## src/rtl/conv_layer_tile_scheduler.sv

```systemverilog
// conv_layer_tile_scheduler
// Walks conv_tile over a whole convolution layer. Tile bases are visited in
// row, col, n, m order (m innermost) so partial sums for one output tile
// accumulate across all input-channel tiles before the walk moves on.
// For each tile the scheduler fires a one-cycle tile_start, holds the bases
// steady until tile_done, then idles for GAP cycles before the next tile.
module conv_layer_tile_scheduler #(
  parameter int unsigned AW  = 32,
  parameter int unsigned N   = 32,
  parameter int unsigned M   = 32,
  parameter int unsigned R   = 64,
  parameter int unsigned C   = 32,
  parameter int unsigned Tn  = 16,
  parameter int unsigned Tm  = 16,
  parameter int unsigned Tr  = 64,
  parameter int unsigned Tc  = 16,
  parameter int unsigned GAP = 2
) (
  input  logic          clk,
  input  logic          rst,
  input  logic          layer_start,
  output logic          layer_done,
  output logic          busy,
  output logic          tile_start,
  input  logic          tile_done,
  output logic [AW-1:0] tile_base_n,
  output logic [AW-1:0] tile_base_m,
  output logic [AW-1:0] tile_base_row,
  output logic [AW-1:0] tile_base_col,
  output logic [AW-1:0] tile_cnt
);

  // The gap counter only ever holds GAP-1 down to 0.
  localparam int unsigned GW = (GAP > 1) ? $clog2(GAP) : 1;

  localparam logic [GW-1:0] GAP_LOAD = GW'(GAP - 1);

  localparam logic [AW-1:0] N_LAST   = AW'(N - Tn);
  localparam logic [AW-1:0] M_LAST   = AW'(M - Tm);
  localparam logic [AW-1:0] ROW_LAST = AW'(R - Tr);
  localparam logic [AW-1:0] COL_LAST = AW'(C - Tc);

  localparam logic [AW-1:0] N_STEP   = AW'(Tn);
  localparam logic [AW-1:0] M_STEP   = AW'(Tm);
  localparam logic [AW-1:0] ROW_STEP = AW'(Tr);
  localparam logic [AW-1:0] COL_STEP = AW'(Tc);

  typedef enum logic [2:0] {
    S_IDLE,
    S_ISSUE,
    S_WAIT,
    S_GAP,
    S_DONE
  } state_t;

  state_t        state;
  logic [GW-1:0] gap_cnt;

  logic          m_wrap;
  logic          n_wrap;
  logic          col_wrap;
  logic          row_wrap;
  logic          last_tile;

  logic [AW-1:0] next_n;
  logic [AW-1:0] next_m;
  logic [AW-1:0] next_row;
  logic [AW-1:0] next_col;

  // A loop wraps when its base sits on the last legal tile position.
  assign m_wrap    = (tile_base_m   == M_LAST);
  assign n_wrap    = (tile_base_n   == N_LAST);
  assign col_wrap  = (tile_base_col == COL_LAST);
  assign row_wrap  = (tile_base_row == ROW_LAST);
  assign last_tile = m_wrap && n_wrap && col_wrap && row_wrap;

  // Next-tile coordinates: m always steps, each wrap carries one loop outward.
  always_comb begin
    next_m   = m_wrap ? '0 : tile_base_m + M_STEP;
    next_n   = tile_base_n;
    next_col = tile_base_col;
    next_row = tile_base_row;
    if (m_wrap) begin
      next_n = n_wrap ? '0 : tile_base_n + N_STEP;
    end
    if (m_wrap && n_wrap) begin
      next_col = col_wrap ? '0 : tile_base_col + COL_STEP;
    end
    if (m_wrap && n_wrap && col_wrap) begin
      next_row = row_wrap ? '0 : tile_base_row + ROW_STEP;
    end
  end

  // Layer walk FSM; every output is a register written alongside the state.
  always_ff @(posedge clk or negedge rst) begin
    if (!rst) begin
      state         <= S_IDLE;
      gap_cnt       <= '0;
      layer_done    <= 1'b0;
      busy          <= 1'b0;
      tile_start    <= 1'b0;
      tile_base_n   <= '0;
      tile_base_m   <= '0;
      tile_base_row <= '0;
      tile_base_col <= '0;
      tile_cnt      <= '0;
    end else begin
      case (state)
        S_IDLE: begin
          if (layer_start) begin
            tile_base_n   <= '0;
            tile_base_m   <= '0;
            tile_base_row <= '0;
            tile_base_col <= '0;
            tile_cnt      <= '0;
            tile_start    <= 1'b1;
            busy          <= 1'b1;
            state         <= S_ISSUE;
          end
        end

        S_ISSUE: begin
          tile_start <= 1'b0;
          state      <= S_WAIT;
        end

        S_WAIT: begin
          if (tile_done) begin
            tile_cnt <= tile_cnt + AW'(1);
            if (last_tile) begin
              layer_done <= 1'b1;
              state      <= S_DONE;
            end else begin
              tile_base_n   <= next_n;
              tile_base_m   <= next_m;
              tile_base_row <= next_row;
              tile_base_col <= next_col;
              gap_cnt       <= GAP_LOAD;
              state         <= S_GAP;
            end
          end
        end

        S_GAP: begin
          if (gap_cnt == '0) begin
            tile_start <= 1'b1;
            state      <= S_ISSUE;
          end else begin
            gap_cnt <= gap_cnt - GW'(1);
          end
        end

        S_DONE: begin
          layer_done <= 1'b0;
          busy       <= 1'b0;
          state      <= S_IDLE;
        end

        default: begin
          layer_done <= 1'b0;
          busy       <= 1'b0;
          tile_start <= 1'b0;
          state      <= S_IDLE;
        end
      endcase
    end
  end

endmodule

```

## config.mk

```make
export PLATFORM = sky130hd
export DESIGN_NAME = conv_layer_tile_scheduler
export DESIGN_NICKNAME = d
export VERILOG_FILES = /design/src/rtl/conv_layer_tile_scheduler.sv
export SDC_FILE = /design/constraint.sdc
export NUM_CORES = 1
export LEC_CHECK = 0
export BUFFER_PORTS_ARGS = -buffer_cell sky130_fd_sc_hd__buf_2
export CAP_MARGIN = 40
export CORE_MARGIN = 2
export CORE_UTILIZATION = 58
export CTS_BUF_LIST = sky130_fd_sc_hd__clkbuf_4
export CTS_CLUSTER_SIZE = 30
export DETAILED_ROUTE_END_ITERATION = 8
export PLACE_DENSITY_LB_ADDON = 0.15
export SETUP_SLACK_MARGIN = 0.05
export SLEW_MARGIN = 20
export SYNTH_ARGS = -nofsm -noshare
export SYNTH_HDL_FRONTEND = slang
export SYNTH_SLANG_ARGS = --single-unit
```

## constraint.sdc

```tcl
create_clock -name clk -period 3.26 [get_ports clk]
set_input_delay 0.326 -clock clk [delete_from_list [all_inputs] [get_ports clk]]
set_output_delay 0.326 -clock clk [all_outputs]
set_load 0.01 [all_outputs]
```

* Word-level counts from Yosys, hierarchy flattened
Index checks and enable logic that the tools add are counted.
** Cells by class
- Add/sub/neg operators :: 6
- Eq/ne operators :: 15
- Muxes and demuxes :: 38
- Bitwise operators :: 3
- Reductions and logical operators :: 20
** Operator list (number)
- $mux W32 :: 17
- $pmux W32 S2 :: 5
- $add A32 B5 Y32 const B :: 3
- $eq A32 B5 Y1 const B :: 3
- $add A32 B1 Y32 const B :: 1
- $add A32 B7 Y32 const B :: 1
- $logic_not A32 Y1 :: 1
- $ne A2 B2 Y1 const B :: 8
- $reduce_and A3 Y1 :: 5
- $reduce_and A5 Y1 :: 3
- $mux W3 :: 4
- $pmux W3 S4 :: 1
- $mux W1 :: 7
- $eq A3 B2 Y1 const B :: 2
- $pmux W1 S2 :: 3
- $reduce_or A3 Y1 :: 2
- $reduce_and A4 Y1 :: 1
- $reduce_bool A2 Y1 :: 2
- $eq A3 B1 Y1 const B :: 1
- $eq A3 B3 Y1 const B :: 1
- $logic_and A1 B1 Y1 :: 3
- $logic_not A3 Y1 :: 1
- $not A1 Y1 :: 3
- $pmux W1 S3 :: 1
- other kinds (3) :: 3
** Storage, ports and cells
- Register bits :: 167
- Input bits :: 4
- Output and inout port bits :: 163
- Word-level logic and storage cells :: 92

* Longest topological paths before layout
Gate-level depths: netlist (run 1).
- Word-level depth :: 7
- Gate-level depth with buffers :: 11
- Mapped depth without buffers :: 8

* Least setup slack after synthesis (run 1)
OpenSTA, ideal clock, no wires.
- Path type :: reg-to-reg
- From :: register tile_base_col[22]
- To :: register tile_base_row[7]
- Library setup time :: 0.122 ns
- Arrival time :: 2.349 ns
- Required time :: 3.138 ns
- Path slack :: 0.789 ns
- Stages on the path, launching flop included :: 10
- Buffers on the path :: 3
- Clock period less this slack :: 2.471 ns
- Cells stage by stage :: dfrtp_1 > buf_2 > nor4_4 > nand4_2 > or4_4 > a21oi_4 > buf_6 > buf_8 > nor2_4 > a32o_1
** Between the ends
- Longest elaborated chain between the ends :: 5
- Elaborated cells on any way between the ends :: 6
- Those cells by class :: eq/ne: 3; reduce/logical: 3
** Ends and longest elaborated chain
- start: declaration :: RTL line 29 : output logic [AW-1:0] tile_base_col,
- start signal: assignment :: RTL line 137 : tile_base_col <= next_col;
- $eq A32 B5 Y1 (*) :: RTL line 73 : assign col_wrap = (tile_base_col == COL_LAST);
- $logic_and A1 B1 Y1 (*) :: RTL line 75, 89
- $logic_and A1 B1 Y1 :: RTL line 75 : assign last_tile = m_wrap && n_wrap && col_wrap && row_wrap;
- $ne A2 B2 Y1 (no line)
- $reduce_and A5 Y1 (no line) (*)
- end signal: assignment :: RTL line 136 : tile_base_row <= next_row;
- end: declaration :: RTL line 28 : output logic [AW-1:0] tile_base_row,
Mark *: on every way between the ends. The rest lies on a longest branch, timed or not.
A chain may end at the register's enable or synchronous reset.

* Worst setup path after layout (run 1)
- From :: register tile_base_col[21]
- To :: register tile_base_n[16]
** Between the ends
- Longest elaborated chain between the ends :: 5
** Ends and longest elaborated chain
- $eq A32 B5 Y1 :: RTL line 73
- $logic_and A1 B1 Y1 (2 in series) :: RTL line 75
- $ne A2 B2 Y1 (no line)
- $reduce_and A5 Y1 (no line)
- end signal: assignment :: RTL line 134 : tile_base_n <= next_n;
- end: declaration :: RTL line 26 : output logic [AW-1:0] tile_base_n,
No other way between the ends.

==> key figures, run 1 <==
Layout
  – Area delta synth->final: 13.3%
  – Fill cell count: around 1,300
  – Design area: 0.0101 mm²
  – Final Core Density: 0.668
  – Fraction of layout cells with a size suffix above 1: 0.199
  – Nets: around 1,200

Worst setup path
  – CP required: roughly 3.8 ns
  – Crit-path max FO: 15
  – CP Launch Type: flip-flop
  – CP Data Arrival Time: 3.30 ns
  – CP Capture Type: flip-flop
  – Type of the worst setup path: flip-flop to flip-flop

Floorplan
  – Starting Density: 0.589
  – Die Wd: 128 µm
  – Die height: 128 µm
  – Rows: 45
  – Core area: ~0.015 mm²
  – Die Area: approximately 0.016 mm²
  – Num ports: 167

Placement
  – Post-DP HPWL: 16,500 µm
  – RD Place Congestion: 0.888
  – DP Worst Slack: a little under 0.5 ns
  – Port-buffer cells: about 150
  – Area after DPL: 0.00971 mm²

Route
  – Vias: 8,616
  – DRT iter0 DRCs: 827
  – Avg Vias per Cell: 6.35
  – Final wirelength: 24,200 µm
  – WL met3: 1910 µm
  – WL met2: 11,500 µm
  – Post-DRT Antenna Nets: 0
  – Highest Signal Layer: met4
  – Drt first pass iters: 5
  – Drt wl/cell: about 18 µm
  – DRC Markers: 0
  – DRT met1 WL: 10,400 µm

Power
  – Leakage: about 4.7 nW
  – Switch Pwr: 1.99 mW
  – Tot Pwr: 5.17 mW
  – Pwr dens: 513 mW/mm²
  – Sw Share: 0.385
  – Sequential power share: 0.398
  – Combinational share of power: 0.325
  – Internal power: around 3.2 mW
  – Clock power share: 0.277
  – Worst-case vdd ir drop: 0.329 mV

Min path
  – Worst hold path class: primary input to flip-flop

Synth
  – Syn Inst Count: 1,027
  – Warnings, synthesis: 0
  – Post-synth cell types: 76
  – Post-Synth Simple-Gate Area: 0.282
  – Primary FF master, synth: dfrtp_1
  – Post-synthesis xor/xnor area fraction: 0.0266
  – Most common library cells after synthesis: dfrtp_1, nand2_1, nand3_1
  – Top post-synthesis cells by area: dfrtp_1, nand3_1, nand2_1, o21ai_0, nor2_1
  – Compound-Gate Fraction of Synth Area: 0.188
  – Register area share after synthesis: 0.420
  – Synth top area share: 0.420
  – Adder-Cell Fraction of Synth Area: 0.0127
  – Largest family of logic cells by synthesized area: simple AND/OR/NAND/NOR gates
  – Synth Register Bits: between 100 and 150
  – Yosys top cell by area: dfrtp_1
  – Async S/R FF share, synth: 1.00
  – Most numerous cell in the Yosys netlist: dfrtp_1
  – Mux cell area share after synthesis: 0.00676
  – EDFF count, synth: 0
  – Mapped Area: 0.00889 mm²
  – Post-Syn Area per Cell: 8.65 µm²

Global route
  – Pin count of the biggest net entering global routing: 71
  – GRT Overall Usage: 0.301
  – Vias in the first global route: 7,756
  – Grt total ovfl: 0
  – First-pass GRT wire length: 39,800 µm
  – Initial antenna violation count: 1

Outcome
  – Outcome: completed

Timing
  – F_max: 0.356 GHz
  – Final WS setup: around 0.45 ns
  – Final-report setup violation count: 0
  – Clk_skew: 0.0188 ns
  – Fin. max-slew vios: 0
  – Worst Max-Slew Pin Slew: 0.704 ns
  – Tmin final: 2.81 ns
  – Period utilisation layout: 0.861
  – Relative slew slack: 0.526
  – Final Hold Viols: 0
  – Total negative setup slack: 0 ns
  – RSZ-0062 raised after global routing: false

Clock network
  – TritonCTS clock tree: built
  – # H-tree levels: 4
  – Worst skew pair latency: slightly below 0.6 ns
  – Clk buf depth: 2
  – Clock slew at reported path FFs: ~0.13 ns
  – TritonCTS buffer count: 17
  – Count of clock tree sinks: 149
  – PostCTS Resize Cnt: 0
  – Root buffer cell: clkbuf_4

Flow run
  – Max_cap viols: 0
stage by stage:
step,hold slack [ns],instances
finish,0.116,1356
global route,0.123,1356
CTS,0.0842,1355
detailed placement,0.381,1322
global placement,0.384,1322
floorplan,0.0304,1044
kinds of logic (layout without fill, tap and decap cells):
| family | Yosys count | in the layout |
|---|---|---|
| other cells | 1 | 19 |
| buf+inv | 109 | 232 |
| fa+ha+maj | 9 | 9 |
| flops | 149 | 149 |
| xor+xnor | 27 | 27 |
| simple gates | 466 | 466 |
| compound gates | 260 | 260 |
| mux | 6 | 6 |
flip-flops by register name (all words and copies together) (netlist names):
register / count
tile_cnt: 32
tile_base_col: 28
tile_base_m: 28
tile_base_n: 28
tile_base_row: 26
state: 3
busy: 1
gap_cnt: 1
layer_done: 1
tile_start: 1
power groups by stage:
stage	Combinational [mW]	Sequential (mW)	Clock, mW
global route	1.82	2.07	1.52
finish	1.68	2.06	1.43
floorplan	1.17	2.08	0
CTS	1.66	2.05	1.46
detailed placement	1.65	2.09	0
global placement	1.64	2.08	0
metal layers:
metal / vias to the layer above / global-route usage
li1: 4065 / -
met3: 42 / 0.0639
met2: 391 / 0.470
met1: 4118 / 0.421
met4: 0 / 0.0989
met5: - / 0
what timing repair did:
item | 4_1_cts | 5_1_grt
hold buffers | 1 | 0
buffers inserted | 0 | 0
endpoints found under the hold margin | 68 | 0
cells in the final DEF (no fill, tap or decap), types with 7 or more instances in the layout:
master,instances
nor3_1,31
o21ai_0,70
xor2_1,10
or3_1,18
dfrtp_1,149
o31ai_1,34
nor4_1,25
or4_1,11
a31oi_1,33
nor2_1,78
a21oi_1,48
and3_1,35
o21a_1,8
xnor2_1,17
nand4_1,43
and4_1,12
buf_2,147
nand2_1,94
buf_4,26
inv_1,23
a41oi_1,7
clkbuf_4,19
conb_1,18
ha_1,9
nand3_1,80
worst paths after layout:
kind,startpoint,cells past startpoint,slack [ns],endpoint
setup / recovery,tile_base_col[21]$_DFFE_PN0P_,6,0.45,tile_base_n[16]$_DFFE_PN0P_
hold / removal,tile_done,3,0.12,layer_done$_DFFE_PN0P_
setup reg to reg,tile_base_col[21]$_DFFE_PN0P_,6,0.45,tile_base_n[16]$_DFFE_PN0P_
hold reg to reg,busy$_DFFE_PN0P_,2,0.52,busy$_DFFE_PN0P_
max in group asynchronous,rst,3,2.09,tile_base_row[16]$_DFFE_PN0P_
min in group asynchronous,rst,2,0.29,tile_base_col[26]$_DFFE_PN0P_
worst max-delay path, cell delays in order, from the launching register on:
cell      delay, ns
dfrtp_1        0.50
nor4_2         0.37
nand4_2        0.28
or4_4          0.65
o211ai_2       0.20
nand2_1        0.40
a31oi_1        0.31
final cells by class:
class	instances	area, µm²	share of cell area
diodes	1	2.50	0.000248
clock buffers	19	143	0.0142
clock inverters	13	210	0.0209
inverters	23	86.3	0.00857
multi-input cells	786	4680	0.464
flip-flops and latches	149	3730	0.370
well taps	188	235	0.0234
repair buffers	177	992	0.0985
(Power assumes the default switching activity.)
==> run 2: changes to the inputs <==
Settings changed: CORE_UTILIZATION 58 to 57, CTS_BUF_LIST sky130_fd_sc_hd__clkbuf_4 to default.
==> key figures, run 2 (synthesized netlist as in run 1, its figures left out) <==
Timing
  – RSZ-0062 raised after global routing: false
  – Relative slew slack: 0.527
  – Final WS setup: 0.395 ns
  – Worst Max-Slew Pin Slew: 0.704 ns
  – Total negative setup slack: 0 ns
  – Period utilisation layout: 0.879
  – Fin. max-slew vios: 0
  – Tmin final: 2.87 ns
  – F_max: between 0.3 and 0.4 GHz
  – Final-report setup violation count: 0
  – Final Hold Viols: 0
  – Clk_skew: slightly above 0.01 ns

Layout
  – Fraction of layout cells with a size suffix above 1: 0.204
  – Area delta synth->final: 16.7%
  – Final non-filler cell total: 1,362
  – Commonest non-fill, non-tap cell in the layout: dfrtp_1
  – Most frequent cells in the layout: dfrtp_1, buf_2, nand2_1
  – Max FFs per register: 32
  – Antenna cells: 0
  – Fill cell count: 1,261
  – Nets: approximately 1,200
  – Most flop-heavy register: tile_cnt

Clock network
  – Clk buf depth: 2
  – # H-tree levels: 4
  – Count of clock tree sinks: about 150
  – TritonCTS clock tree: built
  – Worst skew pair latency: roughly 0.43 ns
  – Clock slew at reported path FFs: about 0.06 ns
  – Root buffer cell: clkbuf_16
  – TritonCTS buffer count: 17
  – Setup bufs post-CTS: 0

Global route
  – Initial antenna violation count: 0
  – Pin count of the biggest net entering global routing: 82
  – GRT Overall Usage: 0.293
  – Vias in the first global route: 7,613
  – First-pass GRT wire length: 39,100 µm
  – Grt total ovfl: 0

Worst setup path
  – CP Data Arrival Time: 3.21 ns
  – Type of the worst setup path: flip-flop to flip-flop
  – CP required: 3.60 ns
  – Crit-path max FO: 15
  – CP Launch Type: flip-flop
  – CP Capture Type: flip-flop

Power
  – Pwr dens: between 500 and 600 mW/mm²
  – Leakage: slightly below 5 nW
  – Tot Pwr: 5.70 mW
  – Worst-case vdd ir drop: 0.431 mV

Placement
  – Post-DP HPWL: between 15,000 and 20,000 µm
  – Placed cells: between 1,000 and 1,500
  – RD Place Congestion: 0.857
  – Port-buffer cells: roughly 150
  – DP Worst Slack: 0.444 ns

Route
  – Post-DRT Antenna Nets: 0
  – DRC Markers: 0
  – Final wirelength: roughly 24,000 µm
  – Drt wl/cell: ~18 µm
  – Drt first pass iters: 7
  – Vias: 8,613
  – Avg Vias per Cell: 6.32
  – DRT iter0 DRCs: 774

Floorplan
  – Die Area: ~0.017 mm²
  – Num ports: roughly 170
  – Die Wd: 129 µm
  – Die height: 129 µm
  – Core area: 0.0152 mm²
  – Starting Density: 0.585
  – Rows: 45

Outcome
  – Outcome: completed

Flow run
  – Max_cap viols: 0

Min path
  – Worst hold path class: primary input to async pin
-- run 2: timing repair --
item | 4_1_cts | 5_1_grt
endpoints found under the hold margin | 36 | 0
resized for setup | 0 | 0
hold buffers | 1 | 0
-- run 2: cell type report --
type	count	area [µm²]	share of cell area
Multi-Input combinational cell	786	4680	0.451
Tap cell	188	235	0.0227
Sequential cell	149	3730	0.360
Clock inverter	9	101	0.00977
Clock buffer	23	478	0.0461
Inverter	23	86.3	0.00833
Timing Repair Buffer	184	1060	0.103
-- run 2: worst max-delay path, stage by stage, from the launching register on --
cell,delay (ns)
dfrtp_1,0.46
inv_1,0.10
ha_1,0.14
nor4b_1,0.30
nand3_1,0.27
or4_4,0.53
o211ai_2,0.20
nand2_1,0.41
a31oi_1,0.35
-- run 2: metal layers --
layer / routed length (µm) / track usage / part of all wire / vias to the layer above
met5: 0 / 0 / 0 / -
met4: 341 / 0.0857 / 0.014 / 0
met3: 1860 / 0.0674 / 0.077 / 36
met2: 11500 / 0.453 / 0.47 / 406
met1: 10600 / 0.416 / 0.44 / 4087
li1: - / - / - / 4084
-- run 2: path summary, 6_finish.rpt --
| kind | start | end | slack [ns] | cells after the start |
|---|---|---|---|---|
| min | rst | tile_base_col[15]$_DFFE_PN0P_ | 0.24 | 2 |
| max reg2reg | tile_base_row[6]$_DFFE_PN0P_ | tile_base_n[18]$_DFFE_PN0P_ | 0.39 | 8 |
| max in group asynchronous | rst | tile_cnt[2]$_DFFE_PN0P_ | 2.41 | 3 |
| max | tile_base_row[6]$_DFFE_PN0P_ | tile_base_n[18]$_DFFE_PN0P_ | 0.39 | 8 |
| min in group clk | tile_done | layer_done$_DFFE_PN0P_ | 0.26 | 3 |
| min reg2reg | tile_start$_DFFE_PN0P_ | tile_start$_DFFE_PN0P_ | 0.50 | 1 |
-- run 2: through the flow --
step / utilization / hold slack, ns / cell area (µm²)
floorplan: - / 0.0304 / 8950
finish: 0.682 / 0.243 / 10400
CTS: 0.680 / 0.255 / 10300
detailed placement: 0.642 / 0.433 / 9750
global placement: 0.642 / 0.424 / 9750
global route: 0.682 / 0.237 / 10400
-- run 2: power breakdown --
part / internal, mW / total, mW / switching [mW]
clock: 1.18 / 1.94 / 0.758
combinational: 0.494 / 1.70 / 1.21
sequential: 1.93 / 2.06 / 0.124
total: 3.61 / 5.70 / 2.09
